===== src/rtl/uart_pkg.sv =====
// uart_pkg: shared UART constants and receiver state encoding
//   UART_DATA_BITS   data bits per frame (8N1)
//   BAUD_MULT_BOARD  clocks per bit on the 16 MHz board (~115200 baud)
//   BAUD_MULT_SIM    clocks per bit for fast simulation
//   rx_state_t       receiver FSM states
package uart_pkg;
  localparam int UART_DATA_BITS  = 8;
  localparam int BAUD_MULT_BOARD = 139;
  localparam int BAUD_MULT_SIM   = 3;
  typedef enum logic [2:0] {ST_IDLE, ST_START, ST_DATA, ST_STOP, ST_BREAK} rx_state_t;
endpackage


===== src/rtl/uart_rx_if.sv =====
// uart_rx_if: byte-side bundle between the UART receiver and its consumer
//   byte_out    last received byte, stable while data_valid=1
//   data_valid  holding register full
//   data_ready  consumer accepts byte_out when high with data_valid
//   rx_active   frame in progress
//   frame_err   one-cycle pulse: stop bit sampled low
//   overrun     one-cycle pulse: byte dropped because the holding register was full
interface uart_rx_if;
  logic [uart_pkg::UART_DATA_BITS-1:0] byte_out;
  logic data_valid;
  logic data_ready;
  logic rx_active;
  logic frame_err;
  logic overrun;
  modport master (output byte_out, data_valid, rx_active, frame_err, overrun, input data_ready);
  modport slave  (input byte_out, data_valid, rx_active, frame_err, overrun, output data_ready);
endinterface


===== src/rtl/uart_rx_sync_2ff.sv =====
// sync_2ff: two-flop synchroniser for one asynchronous bit
//   i_clk    destination clock
//   i_rst_n  asynchronous active-low reset, both flops load RESET_VAL
//   i_d      asynchronous input
//   o_q      synchronised output, two clocks behind i_d
module sync_2ff #(
  parameter logic RESET_VAL = 1'b1
) (
  input  logic i_clk,
  input  logic i_rst_n,
  input  logic i_d,
  output logic o_q
);
  logic r_meta, r_q;
  always_ff @(posedge i_clk or negedge i_rst_n)
    if (!i_rst_n) {r_q, r_meta} <= {RESET_VAL, RESET_VAL};
    else {r_q, r_meta} <= {r_meta, i_d};
  assign o_q = r_q;
endmodule


===== src/rtl/uart_rx.sv =====
// uart_rx: 8N1 UART receiver with mid-bit sampling and a valid/ready holding register
//   i_uart_clk    system clock, rising edge
//   i_uart_rst_n  asynchronous active-low reset
//   i_rx_data     serial line, asynchronous, idles high
//   rx_bus        byte/handshake/status bundle (uart_rx_if.master)
module uart_rx import uart_pkg::*; #(
  parameter int BAUD_MULT = BAUD_MULT_BOARD
) (
  input  logic      i_uart_clk,
  input  logic      i_uart_rst_n,
  input  logic      i_rx_data,
  uart_rx_if.master rx_bus
);
  localparam int HALF_MULT = (BAUD_MULT - 1) / 2;
  localparam int TW = $clog2(BAUD_MULT);
  localparam logic [TW-1:0] TICK_HALF = TW'(HALF_MULT);
  localparam logic [TW-1:0] TICK_LAST = TW'(BAUD_MULT - 1);
  localparam logic [2:0] BIT_LAST = 3'(UART_DATA_BITS - 1);
  rx_state_t r_state, w_next;
  logic w_rx_s, w_sample, w_deliver, w_ferr, w_active, w_keep_old;
  logic [TW-1:0] r_tick;
  logic [2:0] r_bit;
  logic [UART_DATA_BITS-1:0] r_shift, r_byte;
  logic r_valid, r_ferr, r_ovr;

  sync_2ff #(.RESET_VAL(1'b1)) u_sync (
    .i_clk  (i_uart_clk),
    .i_rst_n(i_uart_rst_n),
    .i_d    (i_rx_data),
    .o_q    (w_rx_s)
  );

  always_ff @(posedge i_uart_clk or negedge i_uart_rst_n)
    if (!i_uart_rst_n) r_state <= ST_IDLE;
    else r_state <= w_next;

  always_comb begin
    w_next = r_state;
    case (r_state)
      ST_IDLE:  if (!w_rx_s) w_next = ST_START;
      ST_START: if (w_sample) w_next = w_rx_s ? ST_IDLE : ST_DATA;
      ST_DATA:  if (w_sample && r_bit == BIT_LAST) w_next = ST_STOP;
      ST_STOP:  if (w_sample) w_next = w_rx_s ? ST_IDLE : ST_BREAK;
      ST_BREAK: if (w_rx_s) w_next = ST_IDLE;
      default:  w_next = ST_IDLE;
    endcase
  end

  always_comb begin
    w_sample  = (r_state == ST_START) ? (r_tick == TICK_HALF)
              : (r_state == ST_DATA || r_state == ST_STOP) && (r_tick == TICK_LAST);
    w_deliver = (r_state == ST_STOP) && w_sample && w_rx_s;
    w_ferr    = (r_state == ST_STOP) && w_sample && !w_rx_s;
    w_active  = r_state inside {ST_START, ST_DATA, ST_STOP};
  end

  // The detect cycle counts as tick 0, so the first START cycle already holds 1 and
  // the start-bit sample lands HALF_MULT clocks after rx_s first reads low.
  always_ff @(posedge i_uart_clk or negedge i_uart_rst_n)
    if (!i_uart_rst_n) begin
      r_tick  <= '0;
      r_bit   <= '0;
      r_shift <= '0;
    end else begin
      r_tick <= (w_sample || r_state == ST_BREAK || (r_state == ST_IDLE && w_rx_s)) ? '0 : r_tick + TW'(1);
      r_bit  <= (r_state == ST_START) ? '0 : (r_state == ST_DATA && w_sample) ? r_bit + 3'd1 : r_bit;
      if (r_state == ST_DATA && w_sample) r_shift <= {w_rx_s, r_shift[UART_DATA_BITS-1:1]};
    end

  // A full register that is not being drained this cycle keeps its byte; the new one is dropped.
  assign w_keep_old = r_valid && !rx_bus.data_ready;

  always_ff @(posedge i_uart_clk or negedge i_uart_rst_n)
    if (!i_uart_rst_n) begin
      r_byte  <= '0;
      r_valid <= 1'b0;
      r_ferr  <= 1'b0;
      r_ovr   <= 1'b0;
    end else begin
      r_ferr <= w_ferr;
      r_ovr  <= w_deliver && w_keep_old;
      if (w_deliver && !w_keep_old) begin
        r_byte  <= r_shift;
        r_valid <= 1'b1;
      end else if (r_valid && rx_bus.data_ready) r_valid <= 1'b0;
    end

  assign rx_bus.byte_out   = r_byte;
  assign rx_bus.data_valid = r_valid;
  assign rx_bus.rx_active  = w_active;
  assign rx_bus.frame_err  = r_ferr;
  assign rx_bus.overrun    = r_ovr;
endmodule


===== src/flat_wrapper.sv =====
// flat-port wrapper written by rule: the top's interface ports become plain ports
module uart_rx_flat import uart_pkg::*;
#(
  parameter int BAUD_MULT = BAUD_MULT_BOARD
)
  (i_uart_clk, i_uart_rst_n, i_rx_data, rx_bus_byte_out, rx_bus_data_valid, rx_bus_rx_active, rx_bus_frame_err, rx_bus_overrun, rx_bus_data_ready);
  uart_rx_if rx_bus_i ();
  input  logic i_uart_clk;
  input  logic i_uart_rst_n;
  input  logic i_rx_data;
  output wire logic [$bits(rx_bus_i.byte_out)-1:0] rx_bus_byte_out;
  output wire logic [$bits(rx_bus_i.data_valid)-1:0] rx_bus_data_valid;
  output wire logic [$bits(rx_bus_i.rx_active)-1:0] rx_bus_rx_active;
  output wire logic [$bits(rx_bus_i.frame_err)-1:0] rx_bus_frame_err;
  output wire logic [$bits(rx_bus_i.overrun)-1:0] rx_bus_overrun;
  input wire logic [$bits(rx_bus_i.data_ready)-1:0] rx_bus_data_ready;
  assign rx_bus_byte_out = rx_bus_i.byte_out;
  assign rx_bus_data_valid = rx_bus_i.data_valid;
  assign rx_bus_rx_active = rx_bus_i.rx_active;
  assign rx_bus_frame_err = rx_bus_i.frame_err;
  assign rx_bus_overrun = rx_bus_i.overrun;
  assign rx_bus_i.data_ready = rx_bus_data_ready;
  uart_rx #(.BAUD_MULT(BAUD_MULT)) u_core (.i_uart_clk(i_uart_clk), .i_uart_rst_n(i_uart_rst_n), .i_rx_data(i_rx_data), .rx_bus(rx_bus_i));
endmodule

===== config.mk =====
export PLATFORM = sky130hd
export DESIGN_NAME = uart_rx_flat
export DESIGN_NICKNAME = d
export VERILOG_FILES = /design/src/rtl/uart_pkg.sv /design/src/rtl/uart_rx_if.sv /design/src/rtl/uart_rx_sync_2ff.sv /design/src/rtl/uart_rx.sv /design/src/flat_wrapper.sv
export SDC_FILE = /design/constraint.sdc
export NUM_CORES = 1
export LEC_CHECK = 0
export BUFFER_PORTS_ARGS = -buffer_cell sky130_fd_sc_hd__buf_2
export CAP_MARGIN = 20
export CORE_MARGIN = 1
export CORE_UTILIZATION = 40
export CTS_CLUSTER_DIAMETER = 150
export DETAILED_ROUTE_END_ITERATION = 6
export MAX_ROUTING_LAYER = met4
export PLACE_DENSITY = 0.68
export SLEW_MARGIN = 20
export SYNTH_ARGS = -nofsm -noshare
export SYNTH_HDL_FRONTEND = slang
export SYNTH_SLANG_ARGS = --single-unit

===== constraint.sdc =====
create_clock -name i_uart_clk -period 2.65 [get_ports i_uart_clk]
set_input_delay 0.53 -clock i_uart_clk [delete_from_list [all_inputs] [get_ports i_uart_clk]]
set_output_delay 0.53 -clock i_uart_clk [all_outputs]
set_load 0.005 [all_outputs]

==> results of run 1 <==
==> flip-flops by register name (all words and copies together) (netlist names) <==
signal / cells
u_core.r_shift: 8
u_core.r_tick: 8
u_core.rx_bus.byte_out: 8
u_core.r_bit: 3
u_core.r_state: 3
u_core.rx_bus.data_valid: 1
u_core.rx_bus.frame_err: 1
u_core.rx_bus.overrun: 1
u_core.u_sync.o_q: 1
u_core.u_sync.r_meta: 1
==> cell type report <==
type	instances	area share
inverter	3	0.00650
clock buffer	6	0.0419
tap	46	0.0332
sequential	35	0.507
timing repair buffer	16	0.0477
multi-input combinational	81	0.356
clock inverter	2	0.00723
==> per-layer routing <==
| layer | up-vias | share of wire | global-route usage |
|---|---|---|---|
| met1 | 453 | 0.45 | 0.164 |
| met5 | - | 0 | - |
| met2 | 16 | 0.49 | 0.221 |
| met3 | 8 | 0.039 | 0.0362 |
| met4 | 0 | 0.029 | 0.108 |
| li1 | 460 | - | - |
==> cell families (layout without fill, tap and decap cells) <==
family,count (synthesis),after routing,synth area share
simple gates,45,45,0.164
buf+inv,6,27,0.0157
xor+xnor,7,7,0.0405
mux,18,18,0.132
compound gates,6,6,0.0256
fa+ha+maj,5,5,0.0414
flops,35,35,0.581
==> critical path, delay by kind of cell (launching register included) <==
| family | cells | cell delay [ns] |
|---|---|---|
| and+or+nand+nor | 3 | 1.36 |
| muxes | 1 | 0.38 |
| DFF | 1 | 0.43 |
==> metrics by stage <==
step,std cells,utilization
2_1_floorplan,122,-
3_3_place_gp,181,0.475
3_5_place_dp,181,0.475
4_1_cts,189,0.499
5_1_grt,189,0.499
6_report,189,0.499
==> report_power, final <==
part           switching [mW]  leakage [nW]  internal [mW]
sequential            0.00220         0.463          0.537
combinational          0.0106         0.345        0.00247
clock                   0.177        0.0412          0.183
==> cell usage after synthesis <==
master,count,area [sq um]
or4b_4,1,13.8
nand2_1,4,15.0
mux2i_1,2,20.0
nor3_4,1,16.3
dfrtp_1,33,826
xor2_1,5,43.8
inv_1,3,11.3
and3_1,2,12.5
and4b_1,1,10.0
o21ai_0,1,5.00
a311oi_1,1,8.76
xnor2_1,2,17.5
nor2b_1,2,12.5
clkbuf_1,2,7.51
a21oi_1,1,5.00
buf_2,1,5.00
ha_1,5,62.6
nand3_1,8,40.0
o22ai_1,1,6.26
nor3b_1,1,7.51
dfstp_2,2,52.6
nor4_1,1,6.26
o21a_1,1,7.51
nor3_1,3,15.0
or3_4,1,11.3
nor2_1,16,60.1
a31oi_1,1,6.26
mux2_2,16,180
nand2b_1,2,12.5
nand3b_1,2,15.0
==> worst max path at each step <==
stage                                           end  slack, ns        startpoint
after floorplan           u_core.rx_bus.byte_out[0]       0.51  u_core.r_tick[5]
after global placement    u_core.rx_bus.byte_out[1]       0.41  u_core.r_tick[5]
after detailed placement  u_core.rx_bus.byte_out[0]       0.35  u_core.r_tick[5]
after CTS                 u_core.rx_bus.byte_out[0]       0.35  u_core.r_tick[5]
after global routing      u_core.rx_bus.byte_out[4]       0.26  u_core.r_tick[5]
final                     u_core.rx_bus.byte_out[3]       0.37  u_core.r_tick[5]
==> run metrics, run 1 <==
status finished, final reports clean; maximum VDD drop 0.321 mV; Root Driver clkbuf_8; slowest stage delay, CP 0.55 ns; CTS Buffer Depth 2; Synthesized Nets 131; post-CTS setup buffer count 0; leakage power figure 0.849 nW; Tcrit/Tclk final 0.861; Setup TNS 0 ns; final instance area 1730 sq um; power density over the cells 527 nW/um^2; grt total ovfl 0; Worst R2R Start u_core.r_tick[5]; Slowest-stage cell, CP or4b_4; Placement Setup Slack 0.346 ns; antenna cells 0; Area after DPL 1650 sq um; # hold bufs at CTS 0; H-tree level count 2; startpoint types flip-flop; Synth Cell Area 1510 sq um; initial antenna violation count 0; FF-to-FF path depth 4; initial core utilization 0.436; Inserted Clock Buffers 5; post-synthesis sequential area ratio 0.581; Final nets 151; Max Fclk 0.438 GHz; GP Congestion 0.824; HP Class in2async; share of cells above drive strength 1 0.315; RSZ-0062 raised after global routing false; synthesized area per cell 12.4 sq um; Max Cap Viol 0; DR pass1 iterations 4; register bit total from synthesis 35; CTS Sinks 35; I/O Pins 16; TritonCTS clock tree done; final hold violations 0; fin crit period 2.28 ns; worst setup margin 0.369 ns; core box area 3470 sq um; WS Path Type reg2reg; Multi-input gate area 617 sq um; worst hold margin 0.308 ns; first-pass GRT wire length 4220 microns; PortBufs 15; instance count of the mapped netlist 122; Detailed Place HPWL 1710 microns; count of different cell masters after synthesis 30; Pwr Total 0.913 mW; crit-path cells or4b_4 -> or3_4 -> nor3_4 -> mux2_2; r2r setup slk 0.37 ns; area growth from synthesis to layout 14.5%; Antenna Nets Post-Route 0; Final Max Slew Viols 0; WL final 2430 microns; Die Wd 63.5 microns; Clk Latency, worst-skew pair 0.28 ns; Clock transition at path regs 0.07 ns; Worst Tran Pin Value 0.741 ns; Die H 63.5 microns; filler instances 317; Via density 4.96; Register Area 878 sq um; wire per inst 12.9 microns; CP required 2.82 ns; post-cts resize count 0; DR iter-0 viols 59; YS warnings 0; total track usage 0.145; Worst Path Arrival 2.45 ns; commonest cells after routing, fill and taps aside 33 x dfrtp_1, 16 x nor2_1, 16 x mux2_2, 15 x buf_2, 8 x nand3_1; number of global-route vias before repair 922; max_slew headroom 0.506; nature of the critical path endpoint flip-flop; commonest non-fill, non-tap cell in the layout dfrtp_1; largest net degree at the start of global routing 36; Remaining DRCs 0; detailed-route via count 937; worst-path maximum fanout 8; Clock Skew 0.00361 ns; Worst R2R End u_core.rx_bus.byte_out[3]; Setup-failing EPs final 0; die area 4030 sq um; # rows 21
No activity file was read; power rests on OpenSTA's default activity.
==> inputs of run 2 (changes only) <==
Settings changed: ABC_AREA set to 1, PLACE_DENSITY 0.68 to 0.67.
==> run metrics, run 2 <==
status finished, final reports clean; Worst R2R Start u_core.r_tick[0]; Setup-failing EPs final 0; final hold violations 0; WS Path Type reg2out; leakage power figure 0.935 nW; worst setup margin 0.902 ns; Worst R2R End u_core.rx_bus.byte_out[4]; commonest non-fill, non-tap cell in the layout nand2_1; Detailed Place HPWL 2030 microns; max_slew headroom 0.503; wire per inst 11.0 microns; share of cells above drive strength 1 0.256; HP Class in2async; r2r setup slk 0.95 ns; fin crit period 1.75 ns; Remaining DRCs 0; Max Cap Viol 0; Max Used Layer met4; RSZ-0062 raised after global routing false; Tcrit/Tclk final 0.660; Max Fclk 0.572 GHz; commonest cells after routing, fill and taps aside 39 x nand2_1, 33 x dfrtp_1, 24 x inv_1, 21 x nor2_1; CTS Buffer Depth 2; YS warnings 0; post-synthesis sequential area ratio 0.510; die area 4570 sq um; Final Max Slew Viols 0; crit path to rx_bus_rx_active; detailed-route via count 1,213; Die Wd 67.6 microns; number of global-route vias before repair 1,125; Sw Share 0.218; total track usage 0.157; post-cts resize count 0; # rows 23; area growth from synthesis to layout 11.2%; power density over the cells 482 nW/um^2; largest net degree at the start of global routing 36; Placement Setup Slack 0.975 ns; H-tree level count 2; FF-to-FF path depth 9; # hold bufs at CTS 0; Setup TNS 0 ns; Die H 67.6 microns; GP Congestion 0.827; Antenna Nets Post-Route 0; worst setup path startpoint u_core.r_state[0]; Final nets 215; startpoint types flip-flop; count of different cell masters after synthesis 26; post-CTS setup buffer count 0; Inserted Clock Buffers 5; nature of the critical path endpoint primary output; cell with the most instances after synthesis nand2_1; Yosys top cell by area dfrtp_1; Multi-input gate area 714 sq um; synthesized area per cell 9.21 sq um; PortBufs 15; met3 wire length 77 microns; instance count of the mapped netlist 187; TritonCTS clock tree done; P_int 0.722 mW; synth cell count leaders 39 x nand2_1, 33 x dfrtp_1, 24 x inv_1; Via density 4.72; number of synthesized flops with an enable pin 0; Clock Skew 0.00380 ns; clock share of power 0.403; Psw 0.202 mW; CTS Sinks 35; antenna cells 0; top_reg_cell synth dfrtp_1; M1 WL 1400 microns; Pwr Total 0.924 mW; met2 WL 1300 microns; grt total ovfl 0; initial antenna violation count 0; post-synth top area share 0.479; Register Area 878 sq um; register bit total from synthesis 35; Synthesized Nets 196; CP required 2.12 ns; core box area 4060 sq um; Root Driver clkbuf_8; DR iter-0 viols 43; worst-path maximum fanout 6; Worst Path Arrival 1.22 ns; Worst Tran Pin Value 0.745 ns; maximum VDD drop 0.180 mV; initial core utilization 0.425; ys async rst share 1.00; first-pass GRT wire length 5040 microns; Clock transition at path regs 0.07 ns; DR pass1 iterations 4; dominant cells by area after synthesis dfrtp_1 48%, nand2_1 8.5%, o21ai_2 6.6%; Flop pwr share 0.582; filler instances 379; Comb pwr share 0.015; WL final 2830 microns; Clk Latency, worst-skew pair 0.28 ns; I/O Pins 16; Synth Cell Area 1720 sq um
run 2: cell count changes after synthesis, moves of 4 or more:
cell,before,now
nand2_1,4,39
o21ai_2,0,13
xor2_1,5,1
inv_1,3,24
nor2_1,16,21
nand3_1,8,15
o21ai_0,1,6
mux2_2,16,0
nand2_2,0,6
run 2: cell type report:
cell class                      instances  share of cell area
Tap cell                               50              0.0327
Sequential cell                        35               0.459
Inverter                               26              0.0523
Clock buffer                            6              0.0379
Timing Repair Buffer                   15              0.0392
Clock inverter                          2             0.00653
Multi-Input combinational cell        123               0.373
run 2: stage by stage:
step                      hold slack [ns]  cells  area [sq um]  utilization
after global routing                0.331    257          1920        0.472
after global placement              0.346    249          1830        0.451
after CTS                           0.336    257          1920        0.472
final                               0.306    257          1920        0.472
after floorplan                     0.234    187          1720            -
after detailed placement            0.355    249          1830        0.451
run 2: cells by family after synthesis:
family / after synthesis / share of synthesized area
xor gates and xnor gates: 2 / 0.0102
buffers and inverters: 29 / 0.0755
AOI/OAI and AO/OA: 24 / 0.0980
and+or+nand+nor: 92 / 0.270
DFF: 35 / 0.510
adders and majority gates: 5 / 0.0363
run 2: worst min path at each step:
stage | from | to | slack, ns | depth (start not counted)
final | i_uart_rst_n | u_core.r_tick[3] | 0.31 | 1
after global routing | i_rx_data | u_core.u_sync.r_meta | 0.33 | 1
after CTS | i_uart_rst_n | u_core.r_state[0] | 0.34 | 1
after detailed placement | u_core.u_sync.r_meta | u_core.u_sync.o_q | 0.35 | 0
after global placement | u_core.u_sync.r_meta | u_core.u_sync.o_q | 0.35 | 0
after floorplan | i_uart_rst_n | u_core.r_bit[0] | 0.23 | 0
run 2: critical path, stage by stage (launching register included):
cell and delay, ns:
dfrtp_1 0.48, nor2_1 0.26, nor2_1 0.06, buf_2 0.14
run 2: power by group through the flow:
stage / sequential (mW) / clock [mW] / combinational [mW]
3_3_place_gp: 0.548 / 0 / 0.0149
4_1_cts: 0.538 / 0.386 / 0.0148
6_report: 0.538 / 0.373 / 0.0135
5_1_grt: 0.537 / 0.407 / 0.0168
3_5_place_dp: 0.548 / 0 / 0.0147
2_1_floorplan: 0.548 / 0 / 0.00164
run 2: layer usage:
metal | track usage | vias up
met5 | - | -
met4 | 0.0798 | 0
met3 | 0.0456 | 5
met2 | 0.236 | 17
met1 | 0.190 | 567
li1 | - | 624
